--- src/rtl/speech_queue_controller_if.sv ---
`timescale 1ns/1ps
// speech_queue_controller_if
// CPU-side write handshake between the bus master and the speech queue controller.
//   VoiceControl_H : write strobe, held high by the master until VoiceDtack_L is seen low
//   data           : write word, valid while VoiceControl_H is high
//   VoiceDtack_L   : active-low data acknowledge returned by the controller
// Modports: master (CPU side) and slave (controller side).
interface speech_queue_controller_if #(
    parameter int DATA_W = 16
) ();
    logic              VoiceControl_H;
    logic [DATA_W-1:0] data;
    logic              VoiceDtack_L;

    modport master (output VoiceControl_H, output data, input VoiceDtack_L);
    modport slave  (input VoiceControl_H, input data, output VoiceDtack_L);
endinterface

--- src/rtl/speech_queue_controller.sv ---
`timescale 1ns/1ps
// speech_queue_controller
// Queued phoneme playback controller between the CPU bus and the phoneme speech engine.
// A CPU write is unpacked into PHON_W-bit lanes (lane 0 first). Non-zero lanes are pushed into a
// DEPTH-entry FIFO and the write is then acknowledged. The playback FSM drains the FIFO one phoneme
// at a time over the engine's start/busy handshake, abandoning a phoneme whose start is not
// answered with busy within START_TIMEOUT cycles.
// Ports:
//   clk                   : system clock, rising edge
//   rst_L                 : asynchronous active-low reset
//   bus                   : write handshake (VoiceControl_H, data in; VoiceDtack_L out), slave modport
//   phoneme_speech_busy   : engine busy
//   phoneme_sel           : registered phoneme code to the engine
//   start_phoneme_output  : start request to the engine
//   phoneme_speech_finish : one-cycle pulse per phoneme completed or abandoned
//   queue_level           : current FIFO occupancy
//   speech_idle           : FIFO empty and playback idle
//   timeout_err           : sticky start-timeout flag, cleared by the next accepted write
// Optional feature (macro SPEECH_QUEUE_ABORT_EN): an all-ones write is an abort command that flushes
// the FIFO and cancels the phoneme in flight without a finish pulse. Without the macro an all-ones
// word is ordinary phoneme data.
module speech_queue_controller #(
    parameter int DATA_W        = 16,
    parameter int PHON_W        = 8,
    parameter int DEPTH         = 16,
    parameter int START_TIMEOUT = 1024
) (
    input  logic                       clk,
    input  logic                       rst_L,
    speech_queue_controller_if.slave   bus,
    input  logic                       phoneme_speech_busy,
    output logic [PHON_W-1:0]          phoneme_sel,
    output logic                       start_phoneme_output,
    output logic                       phoneme_speech_finish,
    output logic [$clog2(DEPTH+1)-1:0] queue_level,
    output logic                       speech_idle,
    output logic                       timeout_err
);
    localparam int LANES  = DATA_W / PHON_W;
    localparam int LANE_W = (LANES > 1) ? $clog2(LANES) : 1;
    localparam int AW     = $clog2(DEPTH);
    localparam int CW     = $clog2(DEPTH + 1);
    localparam int TW     = (START_TIMEOUT > 1) ? $clog2(START_TIMEOUT) : 1;

    localparam logic [CW-1:0]     FULL_LEVEL = CW'(DEPTH);
    localparam logic [LANE_W-1:0] LAST_LANE  = LANE_W'(LANES - 1);
    localparam logic [TW-1:0]     TIMER_LAST = TW'(START_TIMEOUT - 1);

    typedef enum logic [1:0] {B_IDLE, B_PUSH, B_ACK} bus_state_t;
`ifdef SPEECH_QUEUE_ABORT_EN
    typedef enum logic [2:0] {P_IDLE, P_START, P_PLAY, P_DONE, P_DRAIN} play_state_t;
`else
    typedef enum logic [1:0] {P_IDLE, P_START, P_PLAY, P_DONE} play_state_t;
`endif

    bus_state_t        bus_state, bus_next;
    play_state_t       play_state, play_next;

    logic [DATA_W-1:0] word_q;
    logic [LANE_W-1:0] lane_q;
    logic [PHON_W-1:0] lane_val;
    logic              accept;
    logic              push_en;
    logic              lane_stall;
    logic              dtack_n;
    logic              pop_en;
    logic              timeout_hit;

    logic [PHON_W-1:0] fifo_mem [DEPTH];
    logic [AW-1:0]     wr_ptr, rd_ptr;
    logic [CW-1:0]     count;
    logic [TW-1:0]     timer;

`ifdef SPEECH_QUEUE_ABORT_EN
    logic              abort_q;
    logic              flush;
`endif

    assign lane_val         = word_q[int'(lane_q)*PHON_W +: PHON_W];
    assign bus.VoiceDtack_L = dtack_n;
    assign queue_level      = count;
    assign speech_idle      = (count == '0) && (play_state == P_IDLE);

    // State registers for both FSMs.
    always_ff @(posedge clk or negedge rst_L) begin
        if (!rst_L) begin
            bus_state  <= B_IDLE;
            play_state <= P_IDLE;
        end else begin
            bus_state  <= bus_next;
            play_state <= play_next;
        end
    end

    // Bus FSM next state: a lane that stalls on a full FIFO holds the walk in place.
    always_comb begin
        bus_next = bus_state;
        case (bus_state)
            B_IDLE:  if (bus.VoiceControl_H) bus_next = B_PUSH;
            B_PUSH:  if (!lane_stall && (lane_q == LAST_LANE)) bus_next = B_ACK;
            B_ACK:   if (!bus.VoiceControl_H) bus_next = B_IDLE;
            default: bus_next = B_IDLE;
        endcase
    end

    // Bus FSM outputs. The full check uses the count before any same-cycle pop.
    always_comb begin
        accept     = 1'b0;
        push_en    = 1'b0;
        lane_stall = 1'b0;
        dtack_n    = 1'b1;
`ifdef SPEECH_QUEUE_ABORT_EN
        flush      = 1'b0;
`endif
        case (bus_state)
            B_IDLE: accept = bus.VoiceControl_H;
            B_PUSH: begin
`ifdef SPEECH_QUEUE_ABORT_EN
                if (abort_q) begin
                    flush = (lane_q == '0);
                end else
`endif
                if (lane_val != '0) begin
                    if (count < FULL_LEVEL) push_en = 1'b1;
                    else                    lane_stall = 1'b1;
                end
            end
            B_ACK:  dtack_n = ~bus.VoiceControl_H;
            default: ;
        endcase
    end

    // Write word capture and lane walk.
    always_ff @(posedge clk or negedge rst_L) begin
        if (!rst_L) begin
            word_q  <= '0;
            lane_q  <= '0;
`ifdef SPEECH_QUEUE_ABORT_EN
            abort_q <= 1'b0;
`endif
        end else if (accept) begin
            word_q  <= bus.data;
            lane_q  <= '0;
`ifdef SPEECH_QUEUE_ABORT_EN
            abort_q <= &bus.data;
`endif
        end else if ((bus_state == B_PUSH) && !lane_stall && (lane_q != LAST_LANE)) begin
            lane_q  <= lane_q + LANE_W'(1);
        end
    end

    // FIFO storage has no reset; only the pointers and count define its contents.
    always_ff @(posedge clk) begin
        if (push_en) fifo_mem[wr_ptr] <= lane_val;
    end

    // FIFO pointers and occupancy. A push and pop together leave the count unchanged.
    always_ff @(posedge clk or negedge rst_L) begin
        if (!rst_L) begin
            wr_ptr <= '0;
            rd_ptr <= '0;
            count  <= '0;
        end else begin
`ifdef SPEECH_QUEUE_ABORT_EN
            if (flush) begin
                rd_ptr <= wr_ptr;
                count  <= '0;
            end else begin
`endif
                if (push_en) wr_ptr <= wr_ptr + AW'(1);
                if (pop_en)  rd_ptr <= rd_ptr + AW'(1);
                count <= count + CW'(push_en) - CW'(pop_en);
`ifdef SPEECH_QUEUE_ABORT_EN
            end
`endif
        end
    end

    // Playback FSM next state: busy takes priority over the timeout in P_START.
    always_comb begin
        play_next = play_state;
        case (play_state)
            P_IDLE:  if (pop_en) play_next = P_START;
            P_START: begin
`ifdef SPEECH_QUEUE_ABORT_EN
                if (flush) play_next = P_DRAIN;
                else
`endif
                if (phoneme_speech_busy)        play_next = P_PLAY;
                else if (timer == TIMER_LAST)   play_next = P_DONE;
            end
            P_PLAY: begin
`ifdef SPEECH_QUEUE_ABORT_EN
                if (flush) play_next = P_DRAIN;
                else
`endif
                if (!phoneme_speech_busy)       play_next = P_DONE;
            end
            P_DONE:  play_next = P_IDLE;
`ifdef SPEECH_QUEUE_ABORT_EN
            P_DRAIN: if (!phoneme_speech_busy) play_next = P_IDLE;
`endif
            default: play_next = P_IDLE;
        endcase
    end

    // Playback FSM outputs and internal strobes. An abort blocks the pop in the flush cycle.
    always_comb begin
        start_phoneme_output  = (play_state == P_START);
        phoneme_speech_finish = (play_state == P_DONE);
        pop_en      = (play_state == P_IDLE) && (count != '0);
        timeout_hit = (play_state == P_START) && !phoneme_speech_busy && (timer == TIMER_LAST);
`ifdef SPEECH_QUEUE_ABORT_EN
        if (flush) begin
            pop_en      = 1'b0;
            timeout_hit = 1'b0;
        end
`endif
    end

    // Phoneme register, start timer and sticky timeout flag. A timeout in the same cycle as an
    // accepted write wins, so the error is never lost.
    always_ff @(posedge clk or negedge rst_L) begin
        if (!rst_L) begin
            phoneme_sel <= '0;
            timer       <= '0;
            timeout_err <= 1'b0;
        end else begin
            if (pop_en) begin
                phoneme_sel <= fifo_mem[rd_ptr];
                timer       <= '0;
            end else if (play_state == P_START) begin
                timer       <= timer + TW'(1);
            end
            if (timeout_hit)  timeout_err <= 1'b1;
            else if (accept)  timeout_err <= 1'b0;
        end
    end
endmodule

--- src/flat_wrapper.sv ---
// flat-port wrapper written by rule: the top's interface ports become plain ports
module speech_queue_controller_flat 
#(
    parameter int DATA_W        = 16,
    parameter int PHON_W        = 8,
    parameter int DEPTH         = 16,
    parameter int START_TIMEOUT = 1024
)
  (clk, rst_L, phoneme_speech_busy, phoneme_sel, start_phoneme_output, phoneme_speech_finish, queue_level, speech_idle, timeout_err, bus_VoiceControl_H, bus_data, bus_VoiceDtack_L);
  speech_queue_controller_if #(.DATA_W(DATA_W)) bus_i ();
  input  logic clk;
  input  logic rst_L;
  input  logic phoneme_speech_busy;
  output logic [PHON_W-1:0] phoneme_sel;
  output logic start_phoneme_output;
  output logic phoneme_speech_finish;
  output logic [$clog2(DEPTH+1)-1:0] queue_level;
  output logic speech_idle;
  output logic timeout_err;
  input wire logic [$bits(bus_i.VoiceControl_H)-1:0] bus_VoiceControl_H;
  input wire logic [$bits(bus_i.data)-1:0] bus_data;
  output wire logic [$bits(bus_i.VoiceDtack_L)-1:0] bus_VoiceDtack_L;
  assign bus_i.VoiceControl_H = bus_VoiceControl_H;
  assign bus_i.data = bus_data;
  assign bus_VoiceDtack_L = bus_i.VoiceDtack_L;
  speech_queue_controller #(.DATA_W(DATA_W), .PHON_W(PHON_W), .DEPTH(DEPTH), .START_TIMEOUT(START_TIMEOUT)) u_core (.clk(clk), .rst_L(rst_L), .bus(bus_i), .phoneme_speech_busy(phoneme_speech_busy), .phoneme_sel(phoneme_sel), .start_phoneme_output(start_phoneme_output), .phoneme_speech_finish(phoneme_speech_finish), .queue_level(queue_level), .speech_idle(speech_idle), .timeout_err(timeout_err));
endmodule
--- config.mk ---
export PLATFORM = sky130hd
export DESIGN_NAME = speech_queue_controller_flat
export DESIGN_NICKNAME = d
export VERILOG_FILES = /design/src/rtl/speech_queue_controller_if.sv /design/src/rtl/speech_queue_controller.sv /design/src/flat_wrapper.sv
export SDC_FILE = /design/constraint.sdc
export NUM_CORES = 1
export LEC_CHECK = 0
export CAP_MARGIN = 25
export CELL_PAD_IN_SITES_DETAIL_PLACEMENT = 1
export CELL_PAD_IN_SITES_GLOBAL_PLACEMENT = 1
export CORE_AREA = 2 2 114 227
export DETAILED_ROUTE_END_ITERATION = 16
export DIE_AREA = 0 0 116 229
export GPL_ROUTABILITY_DRIVEN = 0
export PLACE_DENSITY = 0.61
export SYNTH_ARGS = -nofsm -noshare
export SYNTH_HDL_FRONTEND = slang
export SYNTH_SLANG_ARGS = --single-unit
--- constraint.sdc ---
create_clock -name clk -period 2.57 [get_ports clk]
set_input_delay 0.3855 -clock clk [delete_from_list [all_inputs] [get_ports clk]]
set_output_delay 0.3855 -clock clk [all_outputs]
set_load 0.02 [all_outputs]
# Yosys cells after proc, flatten, opt, wreduce, memory -nomap -nowiden
# Memories as Yosys holds them, arrays and structs flattened. A register that Yosys moved wholly into a read port is not among the register bits.
# Index checks and enable logic that the tools add are counted.
dict set report totals {
  mem_bits_rw 128
  output_inout_bits 18
  regBits 45
  memories 1
  word_cells 77
}
# memory words width rd rd_ports_with_merged_regs wr line
set memory_table {}
lappend memory_table {u_core.fifo_mem 16 8 1 1 1 speech_queue_controller.sv:69} ;# logic [PHON_W-1:0] fifo_mem [DEPTH];
dict set report op_classes {
  n_eq_ne 12
  reduce_logical 20
  shift 1
  n_lt_le_gt_ge 1
  bitwise 2
  addsub 6
  mux 25
}
# cell count
set op_table {}
lappend op_table {{$mux W10} 2}
lappend op_table {{$shiftx A16 B5 Y8} 1}
lappend op_table {{$mux W1} 14}
lappend op_table {{$mux W2} 7}
lappend op_table {{$add A10 B1 Y10 const B} 1}
lappend op_table {{$eq A10 B10 Y1 const B} 1}
lappend op_table {{$add A4 B1 Y4 const B} 2}
lappend op_table {{$pmux W2 S4} 1}
lappend op_table {{$reduce_bool A8 Y1} 1}
lappend op_table {{$logic_and A1 B1 Y1} 7}
lappend op_table {{$eq A2 B2 Y1 const B} 3}
lappend op_table {{$ne A2 B2 Y1 const B} 3}
lappend op_table {{$pmux W2 S3} 1}
lappend op_table {{$reduce_and A3 Y1} 2}
lappend op_table {{$reduce_bool A2 Y1} 3}
lappend op_table {{$add A5 B1 Y5} 1}
lappend op_table {{$logic_not A5 Y1} 1}
lappend op_table {{$lt A5 B5 Y1 const B} 1}
lappend op_table {{$reduce_bool A5 Y1} 1}
lappend op_table {{$sub A5 B1 Y5} 1}
lappend op_table {{$eq A2 B1 Y1 const B} 2}
lappend op_table {{$logic_not A2 Y1} 2}
lappend op_table {{$ne A2 B1 Y1 const B} 2}
lappend op_table {{$logic_not A1 Y1} 3}
lappend op_table {{other kinds (3)} 4}

# Depth between registers and ports, before layout
dict set report logic_depth {
  ltp_word 9
  ltp_mapped 15
}

# Worst setup path before layout
# No wires, ideal clock.
dict set report synth_path {
  path_kind {register to register}
  startpoint {register u_core.count[3], in the netlist u_core.queue_level[3]}
  endpoint {register u_core.count[4], in the netlist u_core.queue_level[4]}
  setup_time_ns 0.123
  arrival_time_ns 2.782
  path_slack_ns -0.335
  synth_period_minus_slack_ns 2.905
  path_stages_with_launch 16
  cell_sequence {dfrtp_1 -> inv_1 -> ha_1 -> nor4b_1 -> nand2b_1 -> buf_2 -> inv_1 -> buf_1 -> ha_1 -> inv_1 -> ha_1 -> fa_1 -> a21oi_1 -> nor2_1 -> nor2_1 -> xnor2_1}
}
# element line
set synth_lines {}
lappend synth_lines {{from (decl)} speech_queue_controller.sv:71} ;# logic [CW-1:0] count;
lappend synth_lines {{from (signal assigned)} speech_queue_controller.sv:172} ;# count <= count + CW'(push_en) - CW'(pop_en);
lappend synth_lines {{$reduce_bool A5 Y1} speech_queue_controller.sv:211} ;# pop_en = (play_state == P_IDLE) && (count != '0);
lappend synth_lines {{$logic_and A1 B1 Y1} speech_queue_controller.sv:211}
lappend synth_lines {{named net u_core.pop_en} speech_queue_controller.sv:66} ;# logic pop_en;
lappend synth_lines {{$sub A5 B1 Y5} speech_queue_controller.sv:172}
# The timed path passes the listed nets, and every way through them passes these cells.
# A chain may end at the register's enable or synchronous reset.

# Worst setup path after layout
dict set report layout_path {
  startpoint {register u_core.lane_q}
  endpoint {register u_core.count[4], in the netlist u_core.queue_level[4]}
}
dict set report layout_between {
  elab_chain_cells 6
}
# element line
set layout_rtl {}
lappend layout_rtl {{from (decl)} speech_queue_controller.sv:60} ;# logic [LANE_W-1:0] lane_q;
lappend layout_rtl {{from (signal assigned)} speech_queue_controller.sv:148} ;# lane_q <= lane_q + LANE_W'(1);
lappend layout_rtl {{$shiftx A16 B5 Y8} speech_queue_controller.sv:79} ;# assign lane_val = word_q[int'(lane_q)*PHON_W +: PHON_W];
lappend layout_rtl {{$reduce_bool A8 Y1} speech_queue_controller.sv:123} ;# if (lane_val != '0) begin
lappend layout_rtl {{$mux W1} speech_queue_controller.sv:123}
lappend layout_rtl {{$mux W1} speech_queue_controller.sv:115} ;# case (bus_state)
lappend layout_rtl {{$add A5 B1 Y5} speech_queue_controller.sv:172}
lappend layout_rtl {{$sub A5 B1 Y5} speech_queue_controller.sv:172}
# Every way passes these cells.

==> metrics.log <==
[metrics] Arr. time, crit path: 2.72 ns
[metrics] crit-path leading delay family: simple AND/OR/NAND/NOR gates
[metrics] mean cell area of the mapped netlist: 17.4 um2
[metrics] Worst Hold Class: in2async
[metrics] antenna cell count: 0
[metrics] sum of buffers and inverters on the critical path: 0
[metrics] worst reg2reg setup slack: 0.20 ns
[metrics] category of the worst setup path launch point: register
[metrics] Port Buf Inserts: 37
[metrics] number of detailed-routing iterations run before antenna repair: 4
[metrics] Detailed Route Iter0 Violations: 195
[metrics] total congestion overflow after global routing: 0
[metrics] total count of max-transition violations in the final report: 0
[metrics] total global-route track usage: 13.5%
[metrics] VDD IR max: 0.600 mV
[metrics] area fraction of the dominant cell type after synthesis: 50.5%
[metrics] setup TNS: 0 ns
[metrics] crit path cell chain: or4_1 -> o2bb2ai_2 -> a21boi_2 -> ha_2 -> fa_2 -> a21oi_2 -> nor2_1 -> nor2_1 -> xnor2_1
[metrics] Post-synth EDFFs: 128
[metrics] commonest non-fill, non-tap cell in the layout: sky130_fd_sc_hd__edfxtp_1
[metrics] Post-DRT Antenna Nets: 0
[metrics] Worst Tran Pin Value: 0.776 ns
[metrics] switching part of the total: 33.2%
[metrics] r2r endpoint: u_core.queue_level[4]
[metrics] height of the chip: 229 um
[metrics] Achievable Freq: 0.422 GHz
[metrics] share of the core filled with cells in the final layout: 37.5%
[metrics] Yosys warning total: 0
[metrics] Max Fanout on Critical Path: 8
[metrics] Clock Tree Buf Depth: 2
[metrics] Total Power Consumption: 11.3 mW
[metrics] TritonCTS clock tree: done
[metrics] syn nets: 473
[metrics] leading cell types in the layout, fill and taps excluded: sky130_fd_sc_hd__edfxtp_1, sky130_fd_sc_hd__dfrtp_1, sky130_fd_sc_hd__clkdlybuf4s50_1
[metrics] final critical delay including setup and external delays: 2.37 ns
[metrics] clk root buf: sky130_fd_sc_hd__clkbuf_16
[metrics] slowest cell on the critical path: sky130_fd_sc_hd__or4_1
[metrics] Max-slew headroom: 48.2%
[metrics] Vias: 4004
[metrics] period utilization: 92.1%
[metrics] final wirelength: 16500 um
[metrics] share of flip-flops with an asynchronous set or reset: 29.3%
[metrics] core region area: 24800 um2
[metrics] Final Hold Vio Count: 0
[metrics] worst r2r path cells: 9
[metrics] count of distinct cell types in the synthesized netlist: 51
[metrics] via count of the first global-routing pass: 4485
[metrics] hold_buf cts: 0
[metrics] level count of the clock H-tree: 4
[metrics] initial standard-cell utilization of the core: 30.6%
[metrics] dominant cells by area after synthesis: sky130_fd_sc_hd__edfxtp_1, sky130_fd_sc_hd__dfrtp_1, sky130_fd_sc_hd__mux4_2, sky130_fd_sc_hd__mux2_2, sky130_fd_sc_hd__ha_1
[metrics] cell leakage power: 3.38 nW
[metrics] Clock Sink Count: 181
[metrics] clock latency at the later pin of the worst-skew pair: 0.43 ns
[metrics] result of the run: finished, final reports clean
[metrics] total setup violations reported at the end of the flow: 0
[metrics] Synth-to-Final Area Change: 22.3%
[metrics] most used flip-flop cell after synthesis: sky130_fd_sc_hd__edfxtp_1
[metrics] unrepaired setup endpoints after global routing: false
[metrics] routed len/inst: 19.2 um
[metrics] pin count of the biggest net entering global routing: 36
[metrics] Crit path required time: 2.93 ns
[metrics] Setup crit end kind: register
[metrics] number of standard-cell rows in the floorplan: 82
[metrics] proportion of synthesized chip area in sequential cells: 68.0%
[metrics] number of buffers inserted during clock tree synthesis: 17
[metrics] die outline area: 26600 um2
[metrics] launching point of the worst reg2reg path: u_core.lane_q
[metrics] wire length of the first global-routing pass: 26200 um
[metrics] clock-pin slew on the worst setup and hold paths: 0.07 ns
[metrics] width of the chip: 116 um
[metrics] initial antenna violation count: 0
[metrics] number of nets in the layout: 545
[metrics] post-synth top area cell: sky130_fd_sc_hd__edfxtp_1
[metrics] number of max-capacitance violations reported: 0
[metrics] mean number of vias per cell: 4.67
[metrics] portion of total power attributed to sequential cells: 40.3%
[metrics] cell area after technology mapping: 7600 um2
[metrics] cell occurring most often along the worst timing path: sky130_fd_sc_hd__nor2_1
[metrics] cell area power density: 1220 nW/um2
[metrics] clock share of power: 23.1%
[metrics] number of instances in the synthesized netlist: 436
[metrics] final HPWL from detailed placement: 11000 um
[metrics] DRC violation count after routing: 0
[metrics] critical path class: reg2reg
[metrics] Net Switching: 3.76 mW
[metrics] flop and latch count out of synthesis: 181
[metrics] largest stage delay on the critical path: 0.56 ns
[metrics] internal power contribution: 7.58 mW
[metrics] share of layout cells above drive strength 1: 28.6%
[metrics] I/O pin count: 38
[metrics] Fin Clk Skew: 0.00583 ns
[metrics] Gate power share: 36.6%
[how the worst max path moves through the flow]
stage / from / endpoint / slack, ns / cells past startpoint
after floorplan: u_core.queue_level[2] / u_core.queue_level[4] / 0.007 / 15
final: u_core.lane_q / u_core.queue_level[4] / 0.20 / 9
after global routing: u_core.queue_level[3] / u_core.queue_level[4] / 0.02 / 13
after CTS: u_core.queue_level[2] / speech_idle / 0.06 / 6
after global placement: u_core.lane_q / u_core.queue_level[4] / 0.20 / 9
after detailed placement: u_core.lane_q / u_core.queue_level[4] / 0.11 / 9
[routing by layer]
layer	wire, um	track usage [%]	vias to the layer above
met1	7020	17.0	2087
met4	293	4.17	0
met3	538	3.39	18
met2	8630	22.6	66
li1	-	-	1833
met5	0	0	-
[cell usage after synthesis, types with 2 or more instances]
master,count
sky130_fd_sc_hd__nand2_1,13
sky130_fd_sc_hd__o31ai_1,2
sky130_fd_sc_hd__buf_2,5
sky130_fd_sc_hd__a21oi_1,5
sky130_fd_sc_hd__clkbuf_1,5
sky130_fd_sc_hd__mux4_2,32
sky130_fd_sc_hd__nor2_1,14
sky130_fd_sc_hd__o21ai_0,6
sky130_fd_sc_hd__nand2b_1,5
sky130_fd_sc_hd__nand4_1,5
sky130_fd_sc_hd__and4b_1,4
sky130_fd_sc_hd__and4_1,4
sky130_fd_sc_hd__and3_1,7
sky130_fd_sc_hd__buf_6,2
sky130_fd_sc_hd__nand3_1,3
sky130_fd_sc_hd__xnor2_1,10
sky130_fd_sc_hd__a21bo_2,2
sky130_fd_sc_hd__mux2i_1,11
sky130_fd_sc_hd__dfrtp_1,53
sky130_fd_sc_hd__xor2_1,8
sky130_fd_sc_hd__nor3_1,4
sky130_fd_sc_hd__nor2b_1,2
sky130_fd_sc_hd__buf_1,4
sky130_fd_sc_hd__buf_4,4
sky130_fd_sc_hd__mux2_2,27
sky130_fd_sc_hd__nor4bb_1,2
sky130_fd_sc_hd__a211oi_1,6
sky130_fd_sc_hd__edfxtp_1,128
sky130_fd_sc_hd__ha_1,16
sky130_fd_sc_hd__a21o_1,7
sky130_fd_sc_hd__inv_1,15
sky130_fd_sc_hd__o22ai_1,6
[logic make-up (layout without fill, tap and decap cells)]
family,count (synthesis),after routing,synth area share (%)
AOI/OAI and AO/OA,40,40,3.88
xor gates and xnor gates,18,18,2.07
adders and majority gates,17,17,2.90
buffers and inverters,35,120,2.20
DFF,181,181,68.0
muxes,71,71,15.1
and+or+nand+nor,74,74,5.84
[power groups by stage]
stage,logic (mW),registers (mW),clock network (mW)
2_1_floorplan,2.73,4.61,0
3_3_place_gp,4.14,4.61,0
3_5_place_dp,4.24,4.64,0
4_1_cts,4.26,4.58,2.69
5_1_grt,4.56,4.65,2.79
6_report,4.15,4.57,2.62
[metrics by stage]
step	instances	worst slack (ns)	hold slack (ns)	cell area [um2]
detailed placement	824	0.109	0.466	8700
finish	857	0.202	0.0240	9300
global placement	824	0.204	0.461	8700
floorplan	436	0.00707	0.0899	7680
CTS	856	0.0649	0.0333	9290
global route	857	0.0245	0.0648	9300
[layout make-up]
cell class,count,area (um2)
Fill cell,2567,15500
Clock inverter,15,161
Sequential cell,181,5170
Clock buffer,17,425
Tap cell,336,420
Inverter,15,58.8
Timing Repair Buffer,73,726
Multi-Input combinational cell,220,2340
[state kept, by name (all words and copies together), names as in the netlist]
| register | count |
|---|---|
| u_core.fifo_mem | 128 |
| u_core.word_q | 16 |
| u_core.timer | 10 |
| u_core.phoneme_sel | 8 |
| u_core.queue_level | 5 |
| u_core.rd_ptr | 4 |
| u_core.wr_ptr | 4 |
| u_core.bus_state | 2 |
| u_core.play_state | 2 |
| u_core.lane_q | 1 |
| u_core.timeout_err | 1 |
[worst register-to-register path: stages, from the launching register on]
cell and delay, ns:
sky130_fd_sc_hd__dfrtp_2 0.46, sky130_fd_sc_hd__or4_1 0.56, sky130_fd_sc_hd__o2bb2ai_2 0.20, sky130_fd_sc_hd__a21boi_2 0.10
sky130_fd_sc_hd__ha_2 0.20, sky130_fd_sc_hd__fa_2 0.36, sky130_fd_sc_hd__a21oi_2 0.12, sky130_fd_sc_hd__nor2_1 0.05
sky130_fd_sc_hd__nor2_1 0.12, sky130_fd_sc_hd__xnor2_1 0.13
[timing repair]
action | CTS | global route
hold endpoints to repair | 0 | 0
resized for setup | 0 | 2
setup buffers | 0 | 1
setup endpoints to repair | 0 | 2
(Power assumes the default switching activity.)
